File: config.mk
export PLATFORM = sky130hd
export DESIGN_NAME = mem_port_arbiter
export DESIGN_NICKNAME = d
export VERILOG_FILES = /design/src/rtl/mem_port_arbiter.sv
export SDC_FILE = /design/constraint.sdc
export NUM_CORES = 1
export LEC_CHECK = 0
export CORE_ASPECT_RATIO = 1.75
export CORE_UTILIZATION = 26
export DETAILED_ROUTE_END_ITERATION = 16
export GPL_ROUTABILITY_DRIVEN = 0
export PLACE_DENSITY = 0.58
export SLEW_MARGIN = 20
export SYNTH_ARGS = -nofsm -noshare
export SYNTH_HDL_FRONTEND = slang
export SYNTH_SLANG_ARGS = --single-unit
File: constraint.sdc
create_clock -name sysclk -period 3.08 [get_ports sysclk]
set_clock_uncertainty 0.05 [all_clocks]
set_input_delay 0.308 -clock sysclk [delete_from_list [all_inputs] [get_ports sysclk]]
set_output_delay 0.308 -clock sysclk [all_outputs]
set_load 0.02 [all_outputs]
File: src/rtl/mem_port_arbiter.sv
`default_nettype none
// ============================================================================
// Module   : mem_port_arbiter
// Purpose  : Shares one single-port synchronous RAM between instruction
//            fetch (IF, read-only) and load/store (LS, read/write).
//            Transactions are serialised through IDLE -> ISSUE -> WAIT ->
//            RESP. The owner receives a one-cycle ready pulse with
//            registered read data.
// Options  : ARB_ROUND_ROBIN_EN - when defined, contention alternates
//            between the ports. When undefined, LS has fixed priority
//            over IF.
// Revision : 1.0 - initial release
// ============================================================================
module mem_port_arbiter #(
    parameter int ADDR_W      = 32,
    parameter int DATA_W      = 32,
    parameter int MEM_LATENCY = 1
) (
    input  logic                  sysclk,
    input  logic                  nrst,
    input  logic                  if_req,
    input  logic [ADDR_W-1:0]     if_addr,
    output logic                  if_ready,
    output logic [DATA_W-1:0]     if_rdata,
    input  logic                  ls_req,
    input  logic                  ls_we,
    input  logic [DATA_W/8-1:0]   ls_be,
    input  logic [ADDR_W-1:0]     ls_addr,
    input  logic [DATA_W-1:0]     ls_wdata,
    output logic                  ls_ready,
    output logic [DATA_W-1:0]     ls_rdata,
    output logic                  mem_en,
    output logic                  mem_we,
    output logic [DATA_W/8-1:0]   mem_be,
    output logic [ADDR_W-1:0]     mem_addr,
    output logic [DATA_W-1:0]     mem_wdata,
    input  logic [DATA_W-1:0]     mem_rdata
);

    // Four counter bits cover the full legal latency range of 1..15
    localparam int              CNT_W    = 4;
    localparam logic [CNT_W-1:0] CNT_LOAD = CNT_W'(MEM_LATENCY - 1);

    localparam logic [1:0] S_IDLE  = 2'd0;
    localparam logic [1:0] S_ISSUE = 2'd1;
    localparam logic [1:0] S_WAIT  = 2'd2;
    localparam logic [1:0] S_RESP  = 2'd3;

    logic [1:0]       state;
    logic [1:0]       state_nxt;
    logic [CNT_W-1:0] cnt;
    logic             owner_ls;
    logic             grant_ls;
    logic             any_req;
    logic             grant;
    logic             rd_capture;

    assign any_req    = if_req | ls_req;
    assign grant      = (state == S_IDLE) && any_req;
    assign rd_capture = (state == S_WAIT) && (cnt == '0) && !mem_we;

`ifdef ARB_ROUND_ROBIN_EN
    logic last_ls;

    // On contention the port that was not granted last wins; a lone requester always wins
    assign grant_ls = ls_req & (~if_req | ~last_ls);

    // Remember which port received the most recent grant (reset favours LS first)
    always_ff @(posedge sysclk or negedge nrst) begin
        if (!nrst) begin
            last_ls <= 1'b0;
        end else if (grant) begin
            last_ls <= grant_ls;
        end
    end
`else
    // Fixed priority: LS always beats IF
    assign grant_ls = ls_req;
`endif

    // State register
    always_ff @(posedge sysclk or negedge nrst) begin
        if (!nrst) begin
            state <= S_IDLE;
        end else begin
            state <= state_nxt;
        end
    end

    // Next-state logic: fixed walk through the four phases of a transaction
    always_comb begin
        state_nxt = state;
        case (state)
            S_IDLE:  if (any_req) state_nxt = S_ISSUE;
            S_ISSUE: state_nxt = S_WAIT;
            S_WAIT:  if (cnt == '0) state_nxt = S_RESP;
            S_RESP:  state_nxt = S_IDLE;
            default: state_nxt = S_IDLE;
        endcase
    end

    // Output decode: RAM strobe in ISSUE, owner's ready pulse in RESP
    always_comb begin
        mem_en   = (state == S_ISSUE);
        if_ready = (state == S_RESP) && !owner_ls;
        ls_ready = (state == S_RESP) &&  owner_ls;
    end

    // Latch owner and its fields at grant; they drive the RAM port until the next grant
    always_ff @(posedge sysclk or negedge nrst) begin
        if (!nrst) begin
            owner_ls  <= 1'b0;
            mem_we    <= 1'b0;
            mem_be    <= '0;
            mem_addr  <= '0;
            mem_wdata <= '0;
        end else if (grant) begin
            owner_ls <= grant_ls;
            if (grant_ls) begin
                mem_we    <= ls_we;
                mem_be    <= ls_be;
                mem_addr  <= ls_addr;
                mem_wdata <= ls_wdata;
            end else begin
                mem_we    <= 1'b0;
                mem_be    <= '1;
                mem_addr  <= if_addr;
                mem_wdata <= '0;
            end
        end
    end

    // Latency counter: loaded as the RAM samples the strobe, counts down in WAIT
    always_ff @(posedge sysclk or negedge nrst) begin
        if (!nrst) begin
            cnt <= '0;
        end else if (state == S_ISSUE) begin
            cnt <= CNT_LOAD;
        end else if ((state == S_WAIT) && (cnt != '0)) begin
            cnt <= cnt - CNT_W'(1);
        end
    end

    // Capture read data into the owner's register only; writes leave both untouched
    always_ff @(posedge sysclk or negedge nrst) begin
        if (!nrst) begin
            if_rdata <= '0;
            ls_rdata <= '0;
        end else if (rd_capture) begin
            if (owner_ls) begin
                ls_rdata <= mem_rdata;
            end else begin
                if_rdata <= mem_rdata;
            end
        end
    end

endmodule
`default_nettype wire

==> results of run 1 <==
worst max-delay path, cell delays in order (launching register included):
cell     delay (ps)
dfrtp_1         410
inv_1            90
ha_1            290
nor3b_4         280
nand3_2         710
mux2_2          560
power groups by stage:
stage          Combinational, W  Sequential [W]  Clock (W)
3_5_place_dp            0.00483         0.00320          0
3_3_place_gp            0.00478         0.00319          0
4_1_cts                 0.00483         0.00319    0.00211
5_1_grt                 0.00512         0.00329    0.00219
2_1_floorplan           0.00145         0.00421          0
6_report                0.00475         0.00317    0.00203
flip-flops by register name, summed over array words and instances, names as in the netlist:
signal and cells:
ls_rdata 32, mem_wdata 32, state 2, mem_addr 32
cnt 4, if_rdata 32, owner_ls 1, mem_be 4
mem_we 1
path summary, 6_finish.rpt:
path                                                 from                        end  slack, ps
worst max-delay path                 state[0]$_DFFE_PN0P_   ls_rdata[22]$_DFFE_PN0P_        550
worst min-delay path                               ls_req       owner_ls$_DFFE_PN0P_        370
worst max register to register       state[0]$_DFFE_PN0P_   ls_rdata[22]$_DFFE_PN0P_        550
worst min register to register  mem_wdata[23]$_DFFE_PN0P_  mem_wdata[23]$_DFFE_PN0P_        410
max in group asynchronous                            nrst   if_rdata[12]$_DFFE_PN0P_       1660
min in group asynchronous                            nrst    ls_rdata[7]$_DFFE_PN0P_        460
placed cells by master (no fill, tap or decap), drive strengths merged, types with 2 or more instances in the layout:
cell type	instances
and2	2
buf	9
bufinv	2
clkbuf	23
clkdlybuf4s50	270
clkinv	3
clkinvlp	3
dfrtp	140
ha	6
inv	5
mux2	65
mux2i	33
nand2	107
nand3	36
nor2	5
nor2b	5
o21ai	38
routing by layer:
metal	vias up	global-route usage	share of wire
met5	-	0	0.00081
met4	2	0.0572	0.022
met3	27	0.0551	0.077
met2	191	0.268	0.53
met1	2150	0.156	0.37
li1	2172	-	-
kinds of logic after synthesis:
kind of cell | after synthesis | share of synthesized area
compound gates | 42 | 0.0382
fa+ha+maj | 6 | 0.0130
buf+inv | 33 | 0.0315
flops | 140 | 0.607
mux | 98 | 0.185
simple gates | 162 | 0.125
what timing repair did:
action	in CTS	in global routing
hold endpoints to repair	78	0
hold buffers	1	0
endpoints found under the setup margin	0	0
final cells by class:
type                    count  area (um2)
clock buffers              23         478
clock inverters             9         110
multi-input cells         308        2090
fillers                  2086       12200
flip-flops and latches    140        3500
well taps                 292         365
inverters                   4        15.0
repair buffers            280        2810
per-stage QoR:
step                      power, W  cells  hold slack [ps]  utilization
final                      0.00995   1056              366        0.434
after global routing        0.0106   1056              369        0.434
after CTS                   0.0101   1056              354        0.434
after detailed placement   0.00803   1023              383        0.407
after global placement     0.00796   1023              383        0.407
after floorplan            0.00566    481            -37.6            -
==> flow_summary.toml, run 1 <==
[timing]
slew_violations = 0
hold_viol = 0
period_share = 0.823
setup-violations-final = 0
finalWorstPathRequiredPeriod_ps = 2530
relSlewSlack = 0.403
setup_tns_ps = 0
clock.fmax_mhz = 395
worst_pin_slew_ps = 895
grt_setup_unrepaired = "no"
final_critical_path_setup_slack_ps = 545

[worst_hold_path]
worstHoldPathType = "primary input to register"
whs_path_depth = 3

[synth]
synth.avg_cell_area_um2 = 12.0
dominantRegCellSynth = "dfrtp_1"
synthDistinctLibCells = 29
post-synth-top-count-cell = "dfrtp_1"
post-synth-top-area-cell = "dfrtp_1"
synth_seq_area_share = 0.607
synth.top_cell.area_share = 0.607
asyncSetResetFlopFracSynth = 1.00
synth_area_leaders = "dfrtp_1, mux2_2, nand2_1, mux2i_1, o21ai_0"
post_synth_most_frequent_cells = "dfrtp_1, nand2_1, mux2_2, o21ai_0, nand3_1"
synthesis.yosys.warnings = 0
netlist_instances = 481
synthesis.nets = 624
postSynthRegisterBits = 140
syn-cell-area_um2 = 5770
synth_edf_count = 0

[power]
switchingPower_w = 0.00360
vdd_ir_drop_max_mv = 0.479
comb_power_share = 0.477
switching_share = 0.362
leakagePower_nw = 4.11
clock_power_share = 0.204
power_density_nw_per_um2 = 1060
seq_power_share = 0.319
p_int_w = 0.00635

[clocking]
clock_tree.buffer_depth = 2
cts.htree.levels = 4
cts_resized = 0
clk_pin_slew_ps = 60
tritoncts = "yes"
cts_buffers = 17
clk_root_buffer_cell = "clkbuf_16"
clock_sink_count = 140
cts_post_setup_buffers_inserted = 0
clk-insertion-delay-late_ps = 420

[floorplan]
area_enclosed_by_the_die_boundary_um2 = 22800
die_x_um = 115
placementRows = 71
number_of_top_level_design_ports = 273
y_dimension_of_the_die_um = 199
placeableCoreArea_um2 = 21600
starting_density_of_the_core = 0.267

[critical_path]
timing.critical_path.arrival_ps = 2780
crit_fanout = 32
critical_path_class = "register to register"
logic_depth_of_the_worst_register_to_register_path = 5
cp-start-kind = "register"
worst-endpoint-required_ps = 3330
crit_path_capture_type = "register"

[detailed_routing]
first_pass_detailed_route_iteration_total = 4
drt_first_iter_violations = 176
drc = 0
route.detailed.wl_per_inst_um = 15.3
drtAntennaViolNets = 0
routed_wirelength_mm = 16.1
drt-vias-per-instance = 4.30
route.vias.total = 4542

[global_routing]
antenna_found_initial = 1
vias_in_the_first_global_route = 4725
pin_count_of_the_biggest_net_entering_global_routing = 81
global_route.usage.total = 0.149
gr_overflow_total = 0
first_pass_grt_wire_length_mm = 25.5

[finish]
layout_cell_share_with_drive_strength_beyond_1 = 0.144
design.final.nets = 894
final_cell_area_um2 = 9380
n_antenna_cell = 0
area.growth.synth_to_final_pct = 62.5

[placed_design]
preCtsSetupSlack_ps = 461
hpwl_reported_at_the_end_of_detailed_placement_mm = 11.7
post_dp_cell_area_um2 = 8780
port-buffer-count = 272

[run]
max-cap-violations = 0

[outcome]
run_status = "finished, final reports clean"
Note: power is estimated with default switching activity, not from simulation.
==> run 2: changes to the inputs <==
PLACE_DENSITY = 0.6   (was 0.58)
clock period = 2.2 ns   (was 3.08 ns; I/O delays follow)
==> run 2 against run 1 <==
  * Utilization rose by 0.54 points
  * Sequential power rose by 39%
  * Setup slack got worse by 360 ps
  * Via count fell by 1.6%
  * Non-clock buffer count rose by 4
  * Sequential share of layout area fell by 0.46 points
  * Critical path depth fell by 2
  * Register-to-register slack got worse by 280 ps
  * Routed wire length rose by 0.83%
  * Sequential cell count did not move
  * Die area did not move
  * First-iteration DRC count fell by 11%
  * Highest routed layer is now met4
==> flow_summary.toml, run 2 (same netlist as run 1, synthesis figures left out) <==
[finish]
fillCellCount = 2047
most-common-layout-cells = "clkdlybuf4s50_1, dfrtp_1, nand2_1"
multiInputGateArea_um2 = 2090
design.final.nets = 898
post-route-util = 0.440
layout_cell_share_with_drive_strength_beyond_1 = 0.151
area.growth.synth_to_final_pct = 64.6
layout.cells.most_common = "clkdlybuf4s50_1"
final-seq-area_um2 = 3500
n_antenna_cell = 0

[timing]
hold_viol = 0
relSlewSlack = 0.632
finalWorstPathRequiredPeriod_ps = 2020
period_share = 0.916
clock.fmax_mhz = 496
setup_tns_ps = 0
grt_setup_unrepaired = "no"
worst_pin_slew_ps = 551
setup-violations-final = 0
slew_violations = 0

[power]
vdd_ir_drop_max_mv = 0.659
power_density_nw_per_um2 = 1490
leakagePower_nw = 4.18

[detailed_routing]
first_pass_detailed_route_iteration_total = 4
route.vias.total = 4470
drt-vias-per-instance = 4.22
drtAntennaViolNets = 0
drt_first_iter_violations = 156
routed-wl-met3_um = 829
met2_wirelength_mm = 9.05
routed_wirelength_mm = 16.2
wl_met1_mm = 5.92
route.detailed.wl_per_inst_um = 15.3
drc = 0
top_signal_layer_used = "met4"

[floorplan]
placementRows = 71
die_x_um = 115
number_of_top_level_design_ports = 273
starting_density_of_the_core = 0.267
y_dimension_of_the_die_um = 199
area_enclosed_by_the_die_boundary_um2 = 22800
placeableCoreArea_um2 = 21600

[clocking]
cts_buffers = 17
cts.htree.levels = 4
clock_sink_count = 140
clk-insertion-delay-late_ps = 410
tritoncts = "yes"
clock_tree.buffer_depth = 2
clk_pin_slew_ps = 60
clk_root_buffer_cell = "clkbuf_16"

[critical_path]
crit_path_capture_type = "output pin"
cp-start-kind = "register"
reg2reg_setup_slack_ps = 270
critical_path_class = "register to output pin"
crit_fanout = 4
logic_depth_of_the_worst_register_to_register_path = 5
r2r_end = "state[1]$_DFFE_PN0P_"
r2r_start = "cnt[0]$_DFFE_PN0P_"
timing.critical_path.arrival_ps = 1750
worst-endpoint-required_ps = 1930

[placed_design]
hpwl_reported_at_the_end_of_detailed_placement_mm = 12.0
port-buffer-count = 272

[global_routing]
global_route.usage.total = 0.147
antenna_found_initial = 1
gr_overflow_total = 0
pin_count_of_the_biggest_net_entering_global_routing = 86
first_pass_grt_wire_length_mm = 25.0
vias_in_the_first_global_route = 4609

[worst_hold_path]
hold-path-endpoint = "owner_ls$_DFFE_PN0P_"
whs_path_depth = 3
hp-start = "ls_req"
worstHoldPathType = "primary input to register"

[run]
max-cap-violations = 0

[outcome]
run_status = "finished, final reports clean"
-- run 2: metrics by stage --
stage / std cells / setup slack (ps) / hold slack [ps] / cell area [um2] / total power, W
floorplan: 481 / 395 / -126 / 5770 / 0.00792
global placement: 1027 / 307 / 167 / 8860 / 0.0112
detailed placement: 1027 / 264 / 168 / 8860 / 0.0113
CTS: 1059 / 11.5 / 150 / 9490 / 0.0144
global route: 1059 / 80.2 / 166 / 9490 / 0.0151
finish: 1059 / 185 / 171 / 9490 / 0.0142
-- run 2: what timing repair did --
action                                 CTS  global route
resized for setup                        0             1
setup buffers                            0             0
endpoints found under the hold margin   50             0
hold buffers                             1             0
setup endpoints to repair                0             1
-- run 2: critical path: stages, from the launching register on --
cell,delay (ps)
dfrtp_1,390
ha_1,170
nor2b_1,140
clkdlybuf4s50_1,640
-- run 2: power breakdown --
| part | internal, W | switching [W] |
|---|---|---|
| Combinational | 0.00337 | 0.00335 |
| Clock | 0.00194 | 0.00110 |
| Sequential | 0.00380 | 0.000615 |
-- run 2: how the worst max path moves through the flow --
stage	start	to	depth (start not counted)
2_1_floorplan	cnt[0]$_DFFE_PN0P_	state[1]$_DFFE_PN0P_	5
3_3_place_gp	cnt[0]$_DFFE_PN0P_	state[1]$_DFFE_PN0P_	5
3_5_place_dp	cnt[0]$_DFFE_PN0P_	state[1]$_DFFE_PN0P_	5
4_1_cts	state[1]$_DFFE_PN0P_	mem_en	3
5_1_grt	state[0]$_DFFE_PN0P_	if_ready	3
6_report	state[1]$_DFFE_PN0P_	if_ready	3
-- run 2: metal layers --
layer | GRT usage | vias to the layer above
met2 | 0.275 | 157
met1 | 0.148 | 2115
li1 | - | 2175
met5 | 0 | -
met4 | 0.0722 | 0
met3 | 0.0381 | 23
-- run 2: layout make-up --
class | instances | share of cell area
repair buffers | 284 | 0.305
clock buffers | 19 | 0.0477
inverters | 4 | 0.00158
well taps | 292 | 0.0385
clock inverters | 12 | 0.0179
flip-flops and latches | 140 | 0.369
multi-input cells | 308 | 0.221
